## src/rtl/edge_event_monitor.sv

```systemverilog
// Edge event monitor: synchronizes asynchronous inputs, detects enabled edges,
// timestamps them and queues them for a downstream event logger.
module edge_event_monitor #(
   parameter int NCH   = 4,
   parameter int TS_W  = 16,
   parameter int DEPTH = 4,
   localparam int CH_W = (NCH > 1) ? $clog2(NCH) : 1
) (
   input  logic            clk,
   input  logic            rst_n,
   input  logic [NCH-1:0]  sig_in,
   input  logic [NCH-1:0]  pos_en,
   input  logic [NCH-1:0]  neg_en,
   output logic            evt_valid,
   input  logic            evt_ready,
   output logic [CH_W-1:0] evt_ch,
   output logic [1:0]      evt_kind,
   output logic [TS_W-1:0] evt_time,
   output logic            overflow,
   input  logic            clr_ovf
);

   localparam logic [TS_W-1:0] TS_ONE = {{(TS_W-1){1'b0}}, 1'b1};

   logic [NCH-1:0]  s1_r, s2_r, prv_r;
   logic [TS_W-1:0] ts_r;

   logic [NCH-1:0]  pend_r;
   logic [1:0]      pkind_r [NCH];
   logic [TS_W-1:0] ptime_r [NCH];

   logic [NCH-1:0]  rise_s, fall_s, det_s, drain_s, drop_s;
   logic            any_pend_s, pop_s, push_s;
   logic [CH_W-1:0] push_ch_s;
   logic [1:0]      push_kind_s;
   logic [TS_W-1:0] push_time_s;

   // FIFO is a shift register: entry 0 is always the head, so outputs come straight from flops
   logic [DEPTH-1:0] fvld_r, sh_vld_s, place_s, fvld_nxt_s;
   logic [CH_W-1:0]  fch_r   [DEPTH];
   logic [1:0]       fkind_r [DEPTH];
   logic [TS_W-1:0]  ftime_r [DEPTH];
   logic [CH_W-1:0]  sh_ch_s   [DEPTH];
   logic [1:0]       sh_kind_s [DEPTH];
   logic [TS_W-1:0]  sh_time_s [DEPTH];
   logic [CH_W-1:0]  fch_nxt_s   [DEPTH];
   logic [1:0]       fkind_nxt_s [DEPTH];
   logic [TS_W-1:0]  ftime_nxt_s [DEPTH];

   logic ovf_r;

   // Two-flop synchronizer followed by the history flop used for edge detection
   always_ff @(posedge clk or negedge rst_n) begin
      if (!rst_n) begin
         s1_r  <= {NCH{1'b0}};
         s2_r  <= {NCH{1'b0}};
         prv_r <= {NCH{1'b0}};
      end else begin
         s1_r  <= sig_in;
         s2_r  <= s1_r;
         prv_r <= s2_r;
      end
   end

   // Free-running timestamp, wraps silently
   always_ff @(posedge clk or negedge rst_n) begin
      if (!rst_n) begin
         ts_r <= {TS_W{1'b0}};
      end else begin
         ts_r <= ts_r + TS_ONE;
      end
   end

   // Edge detection gated by the per-channel enables
   always_comb begin
      rise_s = s2_r & ~prv_r & pos_en;
      fall_s = ~s2_r & prv_r & neg_en;
      det_s  = rise_s | fall_s;
   end

   // Fixed-priority arbiter: the downward scan leaves the lowest pending channel selected
   always_comb begin
      any_pend_s  = |pend_r;
      push_ch_s   = {CH_W{1'b0}};
      push_kind_s = 2'b00;
      push_time_s = {TS_W{1'b0}};
      for (int i = NCH - 1; i >= 0; i--) begin
         if (pend_r[i]) begin
            push_ch_s   = CH_W'(i);
            push_kind_s = pkind_r[i];
            push_time_s = ptime_r[i];
         end else begin
            push_ch_s   = push_ch_s;
         end
      end
      pop_s  = fvld_r[0] & evt_ready;
      push_s = any_pend_s & (~fvld_r[DEPTH-1] | pop_s);
      for (int i = 0; i < NCH; i++) begin
         drain_s[i] = push_s & (push_ch_s == CH_W'(i));
      end
      drop_s = det_s & pend_r & ~drain_s;
   end

   // Per-channel pending slots; a slot draining this cycle can accept a new event
   always_ff @(posedge clk or negedge rst_n) begin
      if (!rst_n) begin
         pend_r <= {NCH{1'b0}};
         for (int i = 0; i < NCH; i++) begin
            pkind_r[i] <= 2'b00;
            ptime_r[i] <= {TS_W{1'b0}};
         end
      end else begin
         for (int i = 0; i < NCH; i++) begin
            if (det_s[i] && (!pend_r[i] || drain_s[i])) begin
               pend_r[i]  <= 1'b1;
               pkind_r[i] <= rise_s[i] ? 2'b01 : 2'b10;
               ptime_r[i] <= ts_r;
            end else if (drain_s[i]) begin
               pend_r[i]  <= 1'b0;
            end
         end
      end
   end

   // Pop shifts every entry one place towards the head
   always_comb begin
      for (int j = 0; j < DEPTH - 1; j++) begin
         if (pop_s) begin
            sh_vld_s[j]  = fvld_r[j+1];
            sh_ch_s[j]   = fch_r[j+1];
            sh_kind_s[j] = fkind_r[j+1];
            sh_time_s[j] = ftime_r[j+1];
         end else begin
            sh_vld_s[j]  = fvld_r[j];
            sh_ch_s[j]   = fch_r[j];
            sh_kind_s[j] = fkind_r[j];
            sh_time_s[j] = ftime_r[j];
         end
      end
      if (pop_s) begin
         sh_vld_s[DEPTH-1]  = 1'b0;
         sh_ch_s[DEPTH-1]   = {CH_W{1'b0}};
         sh_kind_s[DEPTH-1] = 2'b00;
         sh_time_s[DEPTH-1] = {TS_W{1'b0}};
      end else begin
         sh_vld_s[DEPTH-1]  = fvld_r[DEPTH-1];
         sh_ch_s[DEPTH-1]   = fch_r[DEPTH-1];
         sh_kind_s[DEPTH-1] = fkind_r[DEPTH-1];
         sh_time_s[DEPTH-1] = ftime_r[DEPTH-1];
      end
   end

   // Push lands in the first free entry after the shift
   always_comb begin
      place_s = {DEPTH{push_s}} & ~sh_vld_s & {sh_vld_s[DEPTH-2:0], 1'b1};
      for (int j = 0; j < DEPTH; j++) begin
         fvld_nxt_s[j] = sh_vld_s[j] | place_s[j];
         if (place_s[j]) begin
            fch_nxt_s[j]   = push_ch_s;
            fkind_nxt_s[j] = push_kind_s;
            ftime_nxt_s[j] = push_time_s;
         end else begin
            fch_nxt_s[j]   = sh_ch_s[j];
            fkind_nxt_s[j] = sh_kind_s[j];
            ftime_nxt_s[j] = sh_time_s[j];
         end
      end
   end

   // FIFO storage
   always_ff @(posedge clk or negedge rst_n) begin
      if (!rst_n) begin
         fvld_r <= {DEPTH{1'b0}};
         for (int j = 0; j < DEPTH; j++) begin
            fch_r[j]   <= {CH_W{1'b0}};
            fkind_r[j] <= 2'b00;
            ftime_r[j] <= {TS_W{1'b0}};
         end
      end else begin
         fvld_r <= fvld_nxt_s;
         for (int j = 0; j < DEPTH; j++) begin
            fch_r[j]   <= fch_nxt_s[j];
            fkind_r[j] <= fkind_nxt_s[j];
            ftime_r[j] <= ftime_nxt_s[j];
         end
      end
   end

   // Sticky overflow; a drop wins over a simultaneous clear
   always_ff @(posedge clk or negedge rst_n) begin
      if (!rst_n) begin
         ovf_r <= 1'b0;
      end else if (|drop_s) begin
         ovf_r <= 1'b1;
      end else if (clr_ovf) begin
         ovf_r <= 1'b0;
      end
   end

   assign evt_valid = fvld_r[0];
   assign evt_ch    = fch_r[0];
   assign evt_kind  = fkind_r[0];
   assign evt_time  = ftime_r[0];
   assign overflow  = ovf_r;

endmodule
```

## config.mk

```make
export PLATFORM = sky130hd
export DESIGN_NAME = edge_event_monitor
export DESIGN_NICKNAME = d
export VERILOG_FILES = /design/src/rtl/edge_event_monitor.sv
export SDC_FILE = /design/constraint.sdc
export NUM_CORES = 1
export LEC_CHECK = 0
export BUFFER_PORTS_ARGS = -buffer_cell sky130_fd_sc_hd__buf_2
export CAP_MARGIN = 20
export CORE_ASPECT_RATIO = 0.9
export CORE_MARGIN = 4
export CORE_UTILIZATION = 45
export CTS_BUF_LIST = sky130_fd_sc_hd__clkbuf_16
export CTS_CLUSTER_DIAMETER = 60
export CTS_CLUSTER_SIZE = 16
export DETAILED_ROUTE_END_ITERATION = 6
export GPL_ROUTABILITY_DRIVEN = 0
export SETUP_SLACK_MARGIN = 0.02
export SYNTH_ARGS = -nofsm -noshare
export SYNTH_HDL_FRONTEND = slang
export SYNTH_SLANG_ARGS = --single-unit
```

## constraint.sdc

```tcl
create_clock -name clk -period 1.9 [get_ports clk]
set_input_delay 0.095 -clock clk [delete_from_list [all_inputs] [get_ports clk]]
set_output_delay 0.095 -clock clk [all_outputs]
set_load 0.1 [all_outputs]
```

# Word level (Yosys, flattened, before mapping)
# Index checks and enable logic that the tools add are counted.
# word_totals
out_inout_bits	22
reg_bits	189
inputBits	16
wordCells	136
# op_classes
n_addsub	1
mux	53
bitwise	25
n_eq_ne	3
n_reduce_logical	24
# op_table
op	n
2-to-1 mux 16 bit	12
2-to-1 mux 2 bit	27
bitwise AND 4 bit	8
nonzero test 2 bit	9
adder 16 x 1 -> 16 bit (second input constant)	1
inverter 4 bit	4
2-to-1 mux 1 bit	14
OR reduction 4 bit	2
bitwise AND 1 bit	6
OR 1 bit	5
== test 2 bit (second input constant)	2
logical AND 1 bit	4
zero test 1 bit	4
logical OR 1 bit	4
OR 4 bit	1
== test 2 x 1 -> 1 bit (second input constant)	1
zero test 2 bit	1
inverter 1 bit	1

# Logic depth before layout (Yosys ltp)
# depth
depth_word	10
ltp_mapped	7
depth_no_buf	4

# Least setup slack after synthesis
# OpenSTA, ideal clock, no wires.
# synth_path
path_kind	register to register
from	register fvld_r[0]
to	register ptime_r[56] (netlist bit)
setup_ns	0.125
t_required_ns	1.775
path_buffers	2
slack_ns	-0.552
arrival_time_ns	2.328
stages_incl_launch_ff	6
synth_period_minus_slack_ns	2.452
path_cell_list	dfrtp_1 > buf_2 > a21boi_4 > a22oi_2 > buf_2 > mux2_2
# synth_via
elab_chain_len	6
# synth_lines
item	line	text
start: declaration	39	logic [DEPTH-1:0] fvld_r, sh_vld_s, place_s, fvld_nxt_s;
start signal: assignment	173	fvld_r <= {DEPTH{1'b0}};
start signal: assignment	180	fvld_r <= fvld_nxt_s;
bitwise AND 1 bit	96	pop_s = fvld_r[0] & evt_ready;
OR 1 bit	97	push_s = any_pend_s & (~fvld_r[DEPTH-1] | pop_s);
bitwise AND 1 bit	97	
bitwise AND 1 bit	99	drain_s[i] = push_s & (push_ch_s == CH_W'(i));
logical OR 1 bit	114	if (det_s[i] && (!pend_r[i] || drain_s[i])) begin
logical AND 1 bit	114	
end signal: indexed assignment	110	ptime_r[i] <= {TS_W{1'b0}};
end signal: indexed assignment	117	ptime_r[i] <= ts_r;
end: declaration	30	logic [TS_W-1:0] ptime_r [NCH];
# No other way between the ends.
# A chain may end at the register's enable or synchronous reset.

# Worst setup path in the final report
# layout_path
from	register pend_r[2]
to	register ftime_r, in the netlist evt_time[14]
# layout_via
elab_chain_len	5
elab_cells_between_ends	9
cone_classes	4 x mux; 3 x bitwise; 2 x reduce/logical
# layout_lines
item	line	text
start: declaration	28	logic [NCH-1:0] pend_r;
start signal: assignment	107	pend_r <= {NCH{1'b0}};
OR reduction 4 bit	83	any_pend_s = |pend_r;
bitwise AND 1 bit	97	
bitwise AND 4 bit (2 in a row)	155	place_s = {DEPTH{push_s}} & ~sh_vld_s & {sh_vld_s[DEPTH-2:0], 1'b1};
2-to-1 mux 16 bit or nonzero test 2 bit (tied branches)	-	
end signal: indexed assignment	177	ftime_r[j] <= {TS_W{1'b0}};
end signal: indexed assignment	184	ftime_r[j] <= ftime_nxt_s[j];
end: declaration	42	logic [TS_W-1:0] ftime_r [DEPTH];
# Several ways; a longest one is shown, not always the timed one.

==> reports/metrics.csv <==
metric,value,unit
num-fill-cells,1590,
drt-initial-drc-count,287,
setup.worst_path.class,reg -> reg,
synthCells,666,
layout_common_cells,"dfrtp_1, mux2i_1, mux2_2, buf_2, buf_4",
ys_seq_area_frac,0.551,
final_common_cell,dfrtp_1,
finalMaxSlewViolations,0,
dp_slack,83.0,ps
postCtsSetupBuffers,0,
crit_chain,"nor2b_1, buf_4, a221o_1, a22oi_1, mux2i_1",
cts_inserted_buffers,17,
synth_nets,683,
grt_max_degree,60,
grt_pass1_vias,5509,
io_buffers,37,
final_util,0.532,
layout.cells.non_filler,968,
grt_pass1_wl,29600,um
period_minus_slack,1790,ps
fin_nets,729,
remaining_drc_errors,0,
cts.path.max_buffers,2,
combPwrFrac,0.389,
antenna_cells_inserted,0,
drive_above_1_share,0.259,
wl,17800,um
fin_hold_ws,30.6,ps
setup_viol,0,
swShare,0.385,
period_share,0.944,
fmaxAchievable,557,MHz
dr.pass1.iters,6,
start_util,0.462,
fp.dieW,154,um
avgViaCountPerCell,5.44,
arrival,2080,ps
maxCapViolCount,0,
finClkSkew,8.98,ps
p_clk_frac,0.235,
htreeDepth,4,
num_vias,5268,
hold_path_startpoint,pos_en[3],
rr_worst_depth,5,
p_int,9240,uW
synth.distinct_cells,52,
tritoncts,built,
setup.worst_path.start_class,register,
leakage,0.00488,uW
timing.rr.end,evt_time[14],
slew_headroom,0.631,
die_area,0.0213,mm^2
seq_power_share,0.377,
total_power,15000,uW
antenna_left,0,
die_y,139,um
synthesis.area,0.00858,mm^2
yosys_warnings,0,
ys_ff_latch,189,
cp.required,2190,ps
fin_ws,106,ps
grt_antenna_before_repair,0,
cts_root_buffer,clkbuf_16,
coreArea,0.0186,mm^2
grt_usage,0.174,
placedCellCount,931,
grt.overflow.total,0,
end_kind,register,
drt-wirelength-per-cell,18.3,um
peakVddDrop,646,uV
p_switching,5790,uW
status,completed,
holdPathStages,3,
areaGrowthSynthToFinish,15.2,%
max_stage_delay,470,ps
path_max_fanout,7,
syn_avg_cell_area,12.9,um^2
hold_violations,0,
cts.sinks,189,
hold_class,in -> reg,
power.density,1520,mW/mm^2
worstHoldEndpoint,pkind_r[0],
rsz0062_at_grt,no,
worst_pin_slew,553,ps
rrSetupSlack,110,ps
slowest_stage,dfrtp_1,
path_clk_slew,70,ps
io-pin-count,38,
core.rowCount,47,
clk_latency,430,ps
worstReg2RegStart,pend_r[2],
dp_hpwl,12000,um
[critical path: cells and delay by family (launching register included)]
kind,cells,cell delay (ps)
buffers and inverters,1,180
flip-flops,1,470
AO/OA/AOI/OAI,2,740
AND/OR/NAND/NOR,1,100
multiplexers,1,150
[power by group through the flow]
| stage | Sequential (uW) | Clock (uW) | Combinational (uW) |
|---|---|---|---|
| final | 5660 | 3530 | 5840 |
| after global routing | 5800 | 3790 | 6260 |
| after CTS | 5670 | 3610 | 5910 |
| after detailed placement | 5740 | 0 | 5880 |
| after global placement | 5680 | 0 | 5740 |
| after floorplan | 5670 | 0 | 4580 |
[sequential cells by signal, indices dropped and copies added, names as in the netlist]
name	flops
pend_r	4
evt_ch	2
fvld_r	4
s2_r	4
ts_r	16
fch_r	6
ftime_r	48
s1_r	4
prv_r	4
ptime_r	64
evt_kind	2
overflow	1
fkind_r	6
evt_time	16
pkind_r	8
[layout make-up]
cell class                 count  area (um^2)  share of cell area
inverter                      24         90.1             0.00912
clock inverter                13          151              0.0153
sequential                   189         4730               0.479
multi-input combinational    390         3440               0.348
clock buffer                  17          425              0.0430
timing repair buffer          90          734              0.0743
tap                          245          307              0.0310
[worst max path at each step]
stage                     startpoint      endpoint  cells after the start
after global routing       pend_r[2]  evt_time[14]                      5
after global placement     pend_r[1]   ptime_r[11]                      4
after detailed placement   pend_r[1]    ptime_r[9]                      4
final                      pend_r[2]  evt_time[14]                      5
after CTS                  pend_r[1]    ptime_r[9]                      4
after floorplan            fvld_r[0]   ptime_r[24]                      6
[stage by stage]
step                area [um^2]  TNS [ps]
finish                     9880         0
CTS                        9870         0
global placement           9230         0
global route               9880         0
detailed placement         9230         0
floorplan                  8620      -129
[metal layers]
metal,track usage,wire length (um)
met5,0,0
met4,0.0502,213
met3,0.0418,492
met2,0.269,8430
met1,0.247,8620
[logic make-up (layout without fill, tap and decap cells)]
logic type / after synthesis / in the layout / synth area share
AOI/OAI and AO/OA: 85 / 85 / 0.0756
xor gates and xnor gates: 14 / 14 / 0.0143
adders and majority gates: 1 / 1 / 0.00146
buffers and inverters: 87 / 144 / 0.0532
DFF: 189 / 189 / 0.551
muxes: 204 / 204 / 0.252
and+or+nand+nor: 86 / 86 / 0.0524
[synth_stat cells, drive strengths merged]
library cell / instances / area share
nor2: 9 / 0.0039
and3b: 1 / 0.0010
mux2: 64 / 0.088
nor3b: 1 / 0.00088
o21ai: 9 / 0.0057
and3: 3 / 0.0022
nand3b: 7 / 0.0061
o211a: 1 / 0.0012
xnor2: 12 / 0.012
nor3: 2 / 0.0012
o31a: 1 / 0.0010
a21o: 3 / 0.0026
nand2: 33 / 0.016
mux2i: 140 / 0.16
o31ai: 2 / 0.0034
a21oi: 23 / 0.013
nor2b: 1 / 0.00073
a31oi: 1 / 0.00073
dfrtp: 189 / 0.55
xor2: 2 / 0.0020
a221o: 19 / 0.022
nand4: 4 / 0.0029
or2: 3 / 0.0022
clkbuf: 16 / 0.0070
buf: 47 / 0.036
nand2b: 3 / 0.0022
and4: 3 / 0.0031
o32a: 1 / 0.0012
nor4: 1 / 0.00073
nand3: 10 / 0.0058
a211o: 1 / 0.0010
a32oi: 1 / 0.0010
or2b: 1 / 0.00088
ha: 1 / 0.0015
a22oi: 19 / 0.017
and2: 4 / 0.0029
o21bai: 2 / 0.0017
inv: 24 / 0.011
a21boi: 1 / 0.0022
a2bb2oi: 1 / 0.0010
[timing repair]
action	in CTS	in global routing
resized for setup	0	2
hold buffers	7	0
endpoints found under the hold margin	51	0
endpoints found under the setup margin	0	27
Note: power is estimated with default switching activity, not from simulation.
